$ cat config.mk
export PLATFORM = sky130hd
export DESIGN_NAME = spi_mem_arbiter
export DESIGN_NICKNAME = d
export VERILOG_FILES = /design/src/rtl/spi_mem_arbiter.sv
export SDC_FILE = /design/constraint.sdc
export NUM_CORES = 1
export LEC_CHECK = 0
export CELL_PAD_IN_SITES_DETAIL_PLACEMENT = 0
export CELL_PAD_IN_SITES_GLOBAL_PLACEMENT = 1
export CORE_MARGIN = 2
export CORE_UTILIZATION = 12
export CTS_BUF_LIST = sky130_fd_sc_hd__clkbuf_4 sky130_fd_sc_hd__clkbuf_8
export CTS_CLUSTER_SIZE = 20
export DETAILED_ROUTE_END_ITERATION = 10
export GPL_TIMING_DRIVEN = 0
export PLACE_DENSITY_LB_ADDON = 0.1
export SLEW_MARGIN = 10
export SYNTH_ARGS = -nofsm -noshare
export SYNTH_HDL_FRONTEND = slang
export SYNTH_SLANG_ARGS = --single-unit
$ cat constraint.sdc
create_clock -name clk -period 1.8 [get_ports clk]
set_clock_uncertainty 0.15 [all_clocks]
set_input_delay 0.36 -clock clk [delete_from_list [all_inputs] [get_ports clk]]
set_output_delay 0.36 -clock clk [all_outputs]
set_load 0.1 [all_outputs]
$ cat src/rtl/spi_mem_arbiter.sv
// Two-port arbiter sharing one byte-wide SPI SRAM port between the CPU cache (port 0)
// and a secondary master (port 1); port 0 has priority, bounded by a starvation counter.
module spi_mem_arbiter #(
  parameter int STARVE_LIMIT = 4,
  parameter int AW           = 24
) (
  input  logic          clk,
  input  logic          rst,

  input  logic [AW-1:0] p0_addr,
  input  logic          p0_en,
  input  logic          p0_wr,
  input  logic          p0_rburst,
  input  logic          p0_wburst,
  input  logic [7:0]    p0_wdata,
  output logic          p0_rdy,
  output logic [7:0]    p0_rdata,
  output logic [7:0]    p0_rdata0,
  output logic          p0_rdata_load,

  input  logic [AW-1:0] p1_addr,
  input  logic          p1_en,
  input  logic          p1_wr,
  input  logic          p1_rburst,
  input  logic          p1_wburst,
  input  logic [7:0]    p1_wdata,
  output logic          p1_rdy,
  output logic [7:0]    p1_rdata,
  output logic [7:0]    p1_rdata0,
  output logic          p1_rdata_load,

  output logic [1:0]    gnt,

  output logic [AW-1:0] mem_addr,
  output logic          mem_en,
  output logic          mem_wr,
  output logic          mem_rburst,
  output logic          mem_wburst,
  output logic [7:0]    mem_wdata,
  input  logic          mem_rdy,
  input  logic [7:0]    mem_rdata,
  input  logic [7:0]    mem_rdata0,
  input  logic          mem_rdata_load
);

  // State encoding doubles as the one-hot grant vector.
  localparam logic [1:0] ST_IDLE = 2'b00;
  localparam logic [1:0] ST_GNT0 = 2'b01;
  localparam logic [1:0] ST_GNT1 = 2'b10;

  localparam logic [3:0] LIMIT = 4'(STARVE_LIMIT);

  logic [1:0] state_q, state_d;
  logic [3:0] starve_cnt_q, starve_cnt_d;
  logic       p0_last, p1_last, p1_starved, sel1;

  always_comb begin
    p0_last    = !(p0_wr ? p0_wburst : p0_rburst);
    p1_last    = !(p1_wr ? p1_wburst : p1_rburst);
    p1_starved = (LIMIT != 4'd0) && (starve_cnt_q >= LIMIT);
  end

  // Arbitrate only from IDLE; a grant is held until the byte that ends the burst.
  always_comb begin
    state_d      = state_q;
    starve_cnt_d = starve_cnt_q;
    case (state_q)
      ST_IDLE: begin
        if (p1_en && (!p0_en || p1_starved)) begin
          state_d      = ST_GNT1;
          starve_cnt_d = 4'd0;
        end else if (p0_en) begin
          state_d = ST_GNT0;
          if (!p1_en) begin
            starve_cnt_d = 4'd0;
          end else if (starve_cnt_q != 4'hF) begin
            starve_cnt_d = starve_cnt_q + 4'd1;
          end
        end else begin
          starve_cnt_d = 4'd0;
        end
      end
      ST_GNT0: begin
        if (mem_rdy && p0_last) state_d = ST_IDLE;
      end
      ST_GNT1: begin
        if (mem_rdy && p1_last) state_d = ST_IDLE;
      end
      default: state_d = ST_IDLE;
    endcase
  end

  always_ff @(posedge clk) begin
    if (rst) begin
      state_q      <= ST_IDLE;
      starve_cnt_q <= 4'd0;
    end else begin
      state_q      <= state_d;
      starve_cnt_q <= starve_cnt_d;
    end
  end

  // Port 0 drives the memory bus while idle; mem_en alone marks it as meaningful.
  always_comb begin
    sel1       = (state_q == ST_GNT1);
    gnt        = state_q;
    mem_en     = (state_q == ST_GNT0) || (state_q == ST_GNT1);
    mem_addr   = sel1 ? p1_addr   : p0_addr;
    mem_wr     = sel1 ? p1_wr     : p0_wr;
    mem_rburst = sel1 ? p1_rburst : p0_rburst;
    mem_wburst = sel1 ? p1_wburst : p0_wburst;
    mem_wdata  = sel1 ? p1_wdata  : p0_wdata;

    p0_rdy        = mem_rdy && (state_q == ST_GNT0);
    p1_rdy        = mem_rdy && sel1;
    p0_rdata_load = mem_rdata_load && (state_q == ST_GNT0);
    p1_rdata_load = mem_rdata_load && sel1;

    p0_rdata  = mem_rdata;
    p1_rdata  = mem_rdata;
    p0_rdata0 = mem_rdata0;
    p1_rdata0 = mem_rdata0;
  end

endmodule

# After elaboration in Yosys (flattened, before gate mapping)
# Index checks and enable logic that the tools add are counted.
[totals]
reg_bits = 6
input_bits = 92
output_inout_bits = 74
word_cells = 42
[classes]
n_eq_ne = 7
add_sub_neg = 1
n_lt_le_gt_ge = 1
muxes = 16
reduce_logical = 15
[ops]
columns = ["op", "n"]
rows = [
  ["24-bit two-way mux", 1],
  ["4-bit two-way mux", 4],
  ["2-bit two-way mux", 4],
  ["8-bit two-way mux", 1],
  ["1-bit logical AND", 7],
  ["2-bit one-hot mux with 3 select lines", 1],
  ["1-bit two-way mux", 5],
  ["4-bit by 1-bit adder with 4-bit output (second input constant)", 1],
  ["4-bit by 3-bit >= comparator with 1-bit output (second input constant)", 1],
  ["4-bit by 2-bit != test with 1-bit output (second input constant)", 1],
  ["4-bit != test (second input constant)", 1],
  ["1-bit logical NOT", 3],
  ["3-bit != test (second input constant)", 1],
  ["3-bit AND reduction", 1],
  ["2-bit by 1-bit equality test with 1-bit output (second input constant)", 1],
  ["2-bit equality test (second input constant)", 1],
  ["2-bit logical NOT", 1],
  ["1-bit logical OR", 2],
  ["2-bit by 1-bit != test with 1-bit output (second input constant)", 1],
  ["2-bit != test (second input constant)", 1],
  ["2-bit AND reduction", 1],
]

# Depth between registers and ports, before layout
# Gate-level depths: netlist of the first run.
[depth]
depth_word = 5
mapped_depth = 6
depth_no_buf = 5

# Worst setup path after synthesis of the first run
# OpenSTA, ideal clock, no wires.
[synth_path]
path_type = "reg-to-output"
start = "register state_q[1], in the netlist gnt[1]"
end = "output port p1_rdata_load"
setup_slack_ns = -1.311
arrival_ns = 2.601
stages_incl_launch_ff = 5
path_buffers = 2
t_required_ns = 1.290
path_cell_list = "dfxtp_1 -> ha_1 -> clkbuf_1 -> buf_2 -> and2_1"
[synth_via]
elab_chain_len = 2
[synth_lines]
columns = ["element", "line_no", "rtl"]
rows = [
  ["from (decl)", "53", "logic [1:0] state_q, state_d;"],
  ["from (signal assigned)", "98", "state_q <= state_d;"],
  ["2-bit equality test", "105", "sel1 = (state_q == ST_GNT1);"],
  ["1-bit logical AND", "117", "p1_rdata_load = mem_rdata_load && sel1;"],
  ["to (decl)", "30", "output logic p1_rdata_load,"],
]
# No other way between the ends.

# Worst setup path in the final report of the first run
[layout_path]
start = "register state_q[0], in the netlist gnt[0]"
end = "output port mem_wdata[5]"
[layout_via]
elab_chain_len = 2
[layout_lines]
columns = ["element", "line_no", "rtl"]
rows = [
  ["2-bit equality test", "105", ""],
  ["8-bit two-way mux", "112", "mem_wdata = sel1 ? p1_wdata : p0_wdata;"],
  ["to (decl)", "39", "output logic [7:0] mem_wdata,"],
]
# No other way between the ends.

==> qor.json, run 1 <==
{
  "place_hpwl": {"value": 5120, "unit": "um"},
  "rr_worst_depth": {"value": 7},
  "finish.instance_area": {"value": 3530, "unit": "um^2"},
  "cp.depth": {"value": 6},
  "worstPathCellList": {"value": "inv_4, ha_4, clkbuf_16, clkbuf_16, mux2_4, buf_12"},
  "critical_path.startpoint_type": {"value": "register"},
  "main_synth_ff_type": {"value": "dfxtp_1"},
  "antenna_cells": {"value": 0},
  "flow.area_growth_from_synthesis": {"value": 233, "unit": "%"},
  "worstSetupEndpoint": {"value": "mem_wdata[5]"},
  "relSlewSlack": {"value": 34.9, "unit": "%"},
  "critical-path-max-stage-delay": {"value": 350, "unit": "ps"},
  "grt_start_max_net_pins": {"value": 11},
  "y_dimension_of_the_die": {"value": 98.0, "unit": "um"},
  "outcome": {"value": "finished with violations"},
  "cp.required": {"value": 1290, "unit": "ps"},
  "reg2reg_slack": {"value": -50, "unit": "ps"},
  "die-width": {"value": 98.0, "unit": "um"},
  "yosysWarnings": {"value": 0},
  "clock_path_buffers": {"value": 2},
  "detail_route.drc_violations": {"value": 0},
  "first_pass_grt_wire_length": {"value": 8640, "unit": "um"},
  "layout-drive-gt1-share": {"value": 51.9, "unit": "%"},
  "max_slew.worst_pin.slew": {"value": 981, "unit": "ps"},
  "report.final.slew_viol_count": {"value": 0},
  "timing.fmax": {"value": 0.473, "unit": "GHz"},
  "initial_utilization": {"value": 12.3, "unit": "%"},
  "dpl.cell_count": {"value": 373},
  "tritoncts_clock_tree": {"value": "built"},
  "drt_iter0_markers": {"value": 4},
  "groute.usage.overall": {"value": 11.7, "unit": "%"},
  "cpMostUsedCell": {"value": "clkbuf_16"},
  "failed_checks": {"value": "setup timing"},
  "vdd.ir_drop.worst": {"value": 0.000833, "unit": "V"},
  "unrepaired_setup_endpoints_after_global_routing": {"value": "true"},
  "post_synth_instance_area": {"value": 1060, "unit": "um^2"},
  "number_of_antenna_violations_at_the_first_check_in_global_routing": {"value": 0},
  "ctsRootBufferMaster": {"value": "clkbuf_8"},
  "core_area": {"value": 8640, "unit": "um^2"},
  "post-route-min-period": {"value": 2110, "unit": "ps"},
  "via_count": {"value": 1401},
  "totalPowerFinal": {"value": 2.83, "unit": "mW"},
  "crit_arrival": {"value": 1600, "unit": "ps"},
  "remaining_antenna_violation_count": {"value": 0},
  "cts_inserted_buffers": {"value": 3},
  "fin_setup_tns": {"value": -10170, "unit": "ps"},
  "final_hold_viol_count": {"value": 0},
  "power.density": {"value": 801, "unit": "nW/um^2"},
  "synth_seq_area_share": {"value": 11.3, "unit": "%"},
  "crit_fanout": {"value": 7},
  "post_place_setup_slack": {"value": -990, "unit": "ps"},
  "path_clk_slew": {"value": 40, "unit": "ps"},
  "post_synth_num_cell_types": {"value": 26},
  "placedInstanceArea": {"value": 2860, "unit": "um^2"},
  "worst_skew_pair.late_latency": {"value": 220, "unit": "ps"},
  "layout_worst_path_cycle_share": {"value": 117, "unit": "%"},
  "post_synth_inst_count": {"value": 116},
  "via_to_cell_ratio": {"value": 3.58},
  "clkSinkCount": {"value": 6},
  "critPathLaunch": {"value": "gnt[0]$_SDFFE_PP0P_"},
  "nets": {"value": 380},
  "critical_path.top_delay_family": {"value": "buffers and inverters"},
  "first_global_vias": {"value": 1291},
  "layoutNonFillerInstCount": {"value": 391},
  "max_cap_viols": {"value": 0},
  "rows": {"value": 34},
  "syn-mean-instance-area": {"value": 9.15, "unit": "um^2"},
  "layout.filler_cells": {"value": 839},
  "number_of_enable_flip_flop_cells_after_synthesis": {"value": 0},
  "synth.ff_latch_count": {"value": 6},
  "cts_hold_buf": {"value": 0},
  "grt_remaining_overflow": {"value": 0},
  "hold_ws": {"value": 361, "unit": "ps"},
  "cell_leakage_power": {"value": 1.62, "unit": "nW"},
  "port_buffers": {"value": 149},
  "wl_per_cell": {"value": 15.6, "unit": "um"},
  "setup-violations-final": {"value": 41},
  "total_buffers_and_inverters_traversed_by_the_critical_path": {"value": 4},
  "drt-total-wl": {"value": 6100, "unit": "um"},
  "detail_route.first_pass.iterations": {"value": 3},
  "gp_congestion": {"value": 0.720},
  "crit-reg2reg-launch": {"value": "gnt[0]$_SDFFE_PP0P_"},
  "timing.hold.worst.class": {"value": "register to register"},
  "critPathKind": {"value": "register to output port"},
  "fin_ws": {"value": -313, "unit": "ps"},
  "async_reset_ff_share": {"value": 0, "unit": "%"},
  "syn_nets": {"value": 212},
  "die_area": {"value": 9610, "unit": "um^2"},
  "regToRegEndpoint": {"value": "gnt[1]$_SDFFE_PP0P_"},
  "cts_max_level": {"value": 1},
  "cp_slowest_cell": {"value": "dfxtp_4"},
  "endpoint_class_of_the_critical_path": {"value": "output port"},
  "final_core_util": {"value": 40.9, "unit": "%"},
  "num_io_pins": {"value": 166}
}
==> report_power, final <==
group,total [mW],switching (mW),internal (mW)
Clock,0.221,0.0544,0.167
Combinational,2.43,1.44,0.990
Sequential,0.174,0.0191,0.154
Total,2.83,1.52,1.31
==> how the worst min path moves through the flow <==
stage	start	end	cells past startpoint
final	starve_cnt_q[3]$_SDFFE_PP0P_	starve_cnt_q[3]$_SDFFE_PP0P_	2
after global routing	starve_cnt_q[3]$_SDFFE_PP0P_	starve_cnt_q[3]$_SDFFE_PP0P_	2
after CTS	starve_cnt_q[3]$_SDFFE_PP0P_	starve_cnt_q[3]$_SDFFE_PP0P_	2
after detailed placement	starve_cnt_q[3]$_SDFFE_PP0P_	starve_cnt_q[3]$_SDFFE_PP0P_	2
after global placement	starve_cnt_q[3]$_SDFFE_PP0P_	starve_cnt_q[3]$_SDFFE_PP0P_	2
after floorplan	rst	gnt[0]$_SDFFE_PP0P_	1
==> cells in the final DEF (no fill, tap or decap), drive strengths merged <==
| master | count |
|---|---|
| clkdlybuf4s15 | 6 |
| clkdlybuf4s50 | 71 |
| dlygate4sd2 | 27 |
| mux2 | 36 |
| mux2i | 2 |
| a2111o | 1 |
| nor3b | 2 |
| xor2 | 2 |
| nand3 | 1 |
| dlymetal6s2s | 4 |
| and2 | 5 |
| a21boi | 1 |
| dfxtp | 6 |
| nand4 | 1 |
| clkbuf | 8 |
| buf | 88 |
| nor2b | 1 |
| o21ai | 1 |
| ha | 4 |
| a21bo | 1 |
| a21o | 1 |
| xnor2 | 1 |
| a221oi | 1 |
| inv | 4 |
| nor2 | 5 |
| a32o | 1 |
| nand2 | 2 |
==> Yosys cell counts (2+ instances only) <==
| cell | count | area, um^2 |
|---|---|---|
| and2_1 | 4 | 25.0 |
| buf_2 | 3 | 15.0 |
| buf_4 | 32 | 240 |
| clkbuf_1 | 2 | 7.51 |
| dfxtp_1 | 6 | 120 |
| ha_1 | 4 | 50.1 |
| inv_1 | 4 | 15.0 |
| mux2_2 | 35 | 394 |
| mux2i_1 | 2 | 20.0 |
| nand2_1 | 2 | 7.51 |
| nor2_1 | 5 | 18.8 |
| nor3b_1 | 2 | 15.0 |
| xor2_1 | 2 | 17.5 |
==> metal layers <==
layer	track usage, %	vias up	wire, um
met5	0	-	0
met4	0.321	0	0
met3	3.44	0	486
met2	20.2	79	2960
met1	15.2	623	2650
li1	-	699	-
==> tightest hold or removal path, cell delays in order (launching register included) <==
cell	delay [ps]
dfxtp_1	330
xor2_1	70
nor2_1	70
==> repair_timing <==
item,CTS,global route
pin swaps,1,2
cloned,3,1
endpoints found under the setup margin,76,48
resized for setup,399,27
buffers inserted,4,7
==> state kept, by name (all words and copies together), names as in the netlist <==
name          cells
starve_cnt_q      4
gnt               2
==> cells by family after synthesis <==
family	after synthesis	share of synthesized area, %
buffers and inverters	41	26.2
multiplexers	38	40.4
AND/OR/NAND/NOR	17	8.49
AO/OA/AOI/OAI	7	6.37
flip-flops	6	11.3
adder cells (fa/ha/maj)	4	4.72
XOR/XNOR	3	2.48
==> area by class of cell <==
class	instances	area, um^2	area share [%]
Inverter	4	17.5	0.496
Timing Repair Buffer	164	2030	57.6
Tap cell	108	135	3.83
Buffer	36	325	9.22
Clock buffer	4	48.8	1.38
Sequential cell	6	128	3.62
Multi-Input combinational cell	69	842	23.9
(Power assumes the default switching activity.)
==> run 2, diff against run 1 <==
GPL_TIMING_DRIVEN = not set   (was 0)
==> run 2 against run 1 <==
- the flow still finishes with violations (setup timing)
- sequential share of layout area is 0.73 points higher
- global-route usage is 0.85 points lower
- critical path depth stayed put
- utilization is 6.9 points lower
- highest routed layer is now met4
==> qor.json, run 2 (synthesis results as in run 1) <==
{
  "outcome": {"value": "finished with violations"},
  "failed_checks": {"value": "setup timing"},
  "layout.filler_cells": {"value": 835},
  "post-route-min-period": {"value": 2050, "unit": "ps"},
  "layout-drive-gt1-share": {"value": 51.6, "unit": "%"},
  "timing.fmax": {"value": 0.488, "unit": "GHz"},
  "grt_remaining_overflow": {"value": 0},
  "power_frac_seq": {"value": 7.1, "unit": "%"},
  "critPathKind": {"value": "register to output port"},
  "finish.instance_area": {"value": 2940, "unit": "um^2"},
  "multi_input_comb_area": {"value": 818, "unit": "um^2"},
  "rows": {"value": 34},
  "vdd.ir_drop.worst": {"value": 0.000592, "unit": "V"},
  "clock_path_buffers": {"value": 2},
  "critical_path.startpoint_type": {"value": "register"},
  "worst_skew_pair.late_latency": {"value": 220, "unit": "ps"},
  "timing.hold.worst.class": {"value": "register to register"},
  "remaining_antenna_violation_count": {"value": 0},
  "share_of_total_power_in_the_clock_network": {"value": 9.4, "unit": "%"},
  "via_count": {"value": 1167},
  "path_clk_slew": {"value": 40, "unit": "ps"},
  "detail_route.first_pass.iterations": {"value": 3},
  "cell_leakage_power": {"value": 1.23, "unit": "nW"},
  "layout_worst_path_cycle_share": {"value": 114, "unit": "%"},
  "initial_utilization": {"value": 12.3, "unit": "%"},
  "place_hpwl": {"value": 4710, "unit": "um"},
  "wl_per_cell": {"value": 16.5, "unit": "um"},
  "unrepaired_setup_endpoints_after_global_routing": {"value": "true"},
  "number_of_antenna_violations_at_the_first_check_in_global_routing": {"value": 1},
  "clkSinkCount": {"value": 6},
  "grt_start_max_net_pins": {"value": 10},
  "p_int": {"value": 1.20, "unit": "mW"},
  "nets": {"value": 312},
  "largest_register_ffs": {"value": 4},
  "report.final.slew_viol_count": {"value": 0},
  "largest_register": {"value": "starve_cnt_q"},
  "num_io_pins": {"value": 166},
  "relSlewSlack": {"value": 83.5, "unit": "%"},
  "gp_congestion": {"value": 0.785},
  "y_dimension_of_the_die": {"value": 98.0, "unit": "um"},
  "endpoint_class_of_the_critical_path": {"value": "output port"},
  "cts_hold_buf": {"value": 0},
  "cts_max_level": {"value": 1},
  "layout.area.seq": {"value": 128, "unit": "um^2"},
  "flow.area_growth_from_synthesis": {"value": 177, "unit": "%"},
  "placedInstanceArea": {"value": 2780, "unit": "um^2"},
  "ctsRootBufferMaster": {"value": "clkbuf_8"},
  "final_core_util": {"value": 34.0, "unit": "%"},
  "cp.required": {"value": 1290, "unit": "ps"},
  "fin_ws": {"value": -249, "unit": "ps"},
  "power_frac_comb": {"value": 83.4, "unit": "%"},
  "via_to_cell_ratio": {"value": 3.60},
  "drt_iter0_markers": {"value": 20},
  "reg2reg_slack": {"value": 0, "unit": "ps"},
  "drt-total-wl": {"value": 5340, "unit": "um"},
  "core_area": {"value": 8640, "unit": "um^2"},
  "max_slew.worst_pin.slew": {"value": 247, "unit": "ps"},
  "max_cap_viols": {"value": 0},
  "layoutNonFillerInstCount": {"value": 324},
  "die-width": {"value": 98.0, "unit": "um"},
  "dpl.cell_count": {"value": 313},
  "crit_arrival": {"value": 1540, "unit": "ps"},
  "tritoncts_clock_tree": {"value": "built"},
  "final_hold_viol_count": {"value": 0},
  "first_global_vias": {"value": 1211},
  "detail_route.drc_violations": {"value": 0},
  "groute.usage.overall": {"value": 10.8, "unit": "%"},
  "setup-violations-final": {"value": 38},
  "crit_fanout": {"value": 9},
  "p_switching": {"value": 1.22, "unit": "mW"},
  "power.density": {"value": 825, "unit": "nW/um^2"},
  "cts_inserted_buffers": {"value": 3},
  "first_pass_grt_wire_length": {"value": 8020, "unit": "um"},
  "layout.cells.most_common_list": {"value": "clkdlybuf4s50_1 (70), buf_12 (48), mux2_4 (30)"},
  "port_buffers": {"value": 117},
  "mostFrequentLayoutCell": {"value": "clkdlybuf4s50_1"},
  "die_area": {"value": 9610, "unit": "um^2"},
  "power.switching_fraction": {"value": 50.4, "unit": "%"}
}
run 2: cell types whose count changed in the layout (fill, tap and decap cells not counted), sizes merged:
cell / previous run / this run
buf: 88 / 57
diode: 0 / 1
clkdlybuf4s15: 6 / 0
dlymetal6s2s: 4 / 0
clkdlybuf4s50: 71 / 70
dlygate4sd2: 27 / 5
clkbuf: 8 / 4
run 2: through the flow:
stage / hold WS (ps) / power, mW / TNS [ps] / setup slack, ps
after floorplan: 267 / 1.69 / -9550 / -255
after global placement: 346 / 2.12 / -3470 / -381
after detailed placement: 387 / 2.14 / -3970 / -400
after CTS: 398 / 2.44 / -8480 / -257
after global routing: 432 / 2.51 / -9850 / -291
final: 395 / 2.42 / -8170 / -249
run 2: worst paths after layout:
path / start / end / cells after the start
setup / recovery: gnt[0]$_SDFFE_PP0P_ / mem_wdata[0] / 6
hold / removal: starve_cnt_q[3]$_SDFFE_PP0P_ / starve_cnt_q[3]$_SDFFE_PP0P_ / 2
setup reg to reg: gnt[0]$_SDFFE_PP0P_ / gnt[1]$_SDFFE_PP0P_ / 6
hold reg to reg: starve_cnt_q[3]$_SDFFE_PP0P_ / starve_cnt_q[3]$_SDFFE_PP0P_ / 2
run 2: final cells by class:
cell class,instances,share of cell area [%]
multi-input combinational,69,27.9
inverter,4,0.682
antenna,1,0.0852
tap,108,4.60
clock buffer,4,1.66
timing repair buffer,132,60.8
sequential,6,4.35
run 2: metal layers:
layer | global-route usage (%) | wire length [um] | vias up
li1 | - | - | 566
met5 | 0 | 0 | -
met4 | 0.321 | 4 | 0
met3 | 4.22 | 500 | 2
met1 | 14.5 | 2470 | 509
met2 | 17.4 | 2360 | 90
run 2: worst max-delay path, stage by stage, from the launching register on:
cell and delay, ps:
dfxtp_4 350, inv_4 40, ha_4 170, buf_12 130, buf_12 140, mux2_4 310
buf_12 170
run 2: power groups by stage:
stage | clock network [mW] | registers, mW | logic, mW
after floorplan | 0 | 0.234 | 1.46
after global placement | 0 | 0.169 | 1.96
after detailed placement | 0 | 0.172 | 1.97
after CTS | 0.236 | 0.173 | 2.03
after global routing | 0.242 | 0.176 | 2.09
final | 0.229 | 0.173 | 2.02
run 2: what timing repair did:
item | 4_1_cts | 5_1_grt
endpoints found under the hold margin | 0 | 0
gates resized for setup | 18 | 1
endpoints found under the setup margin | 42 | 41
buffers inserted | 5 | 2
gates cloned | 0 | 0
pin swaps | 4 | 1
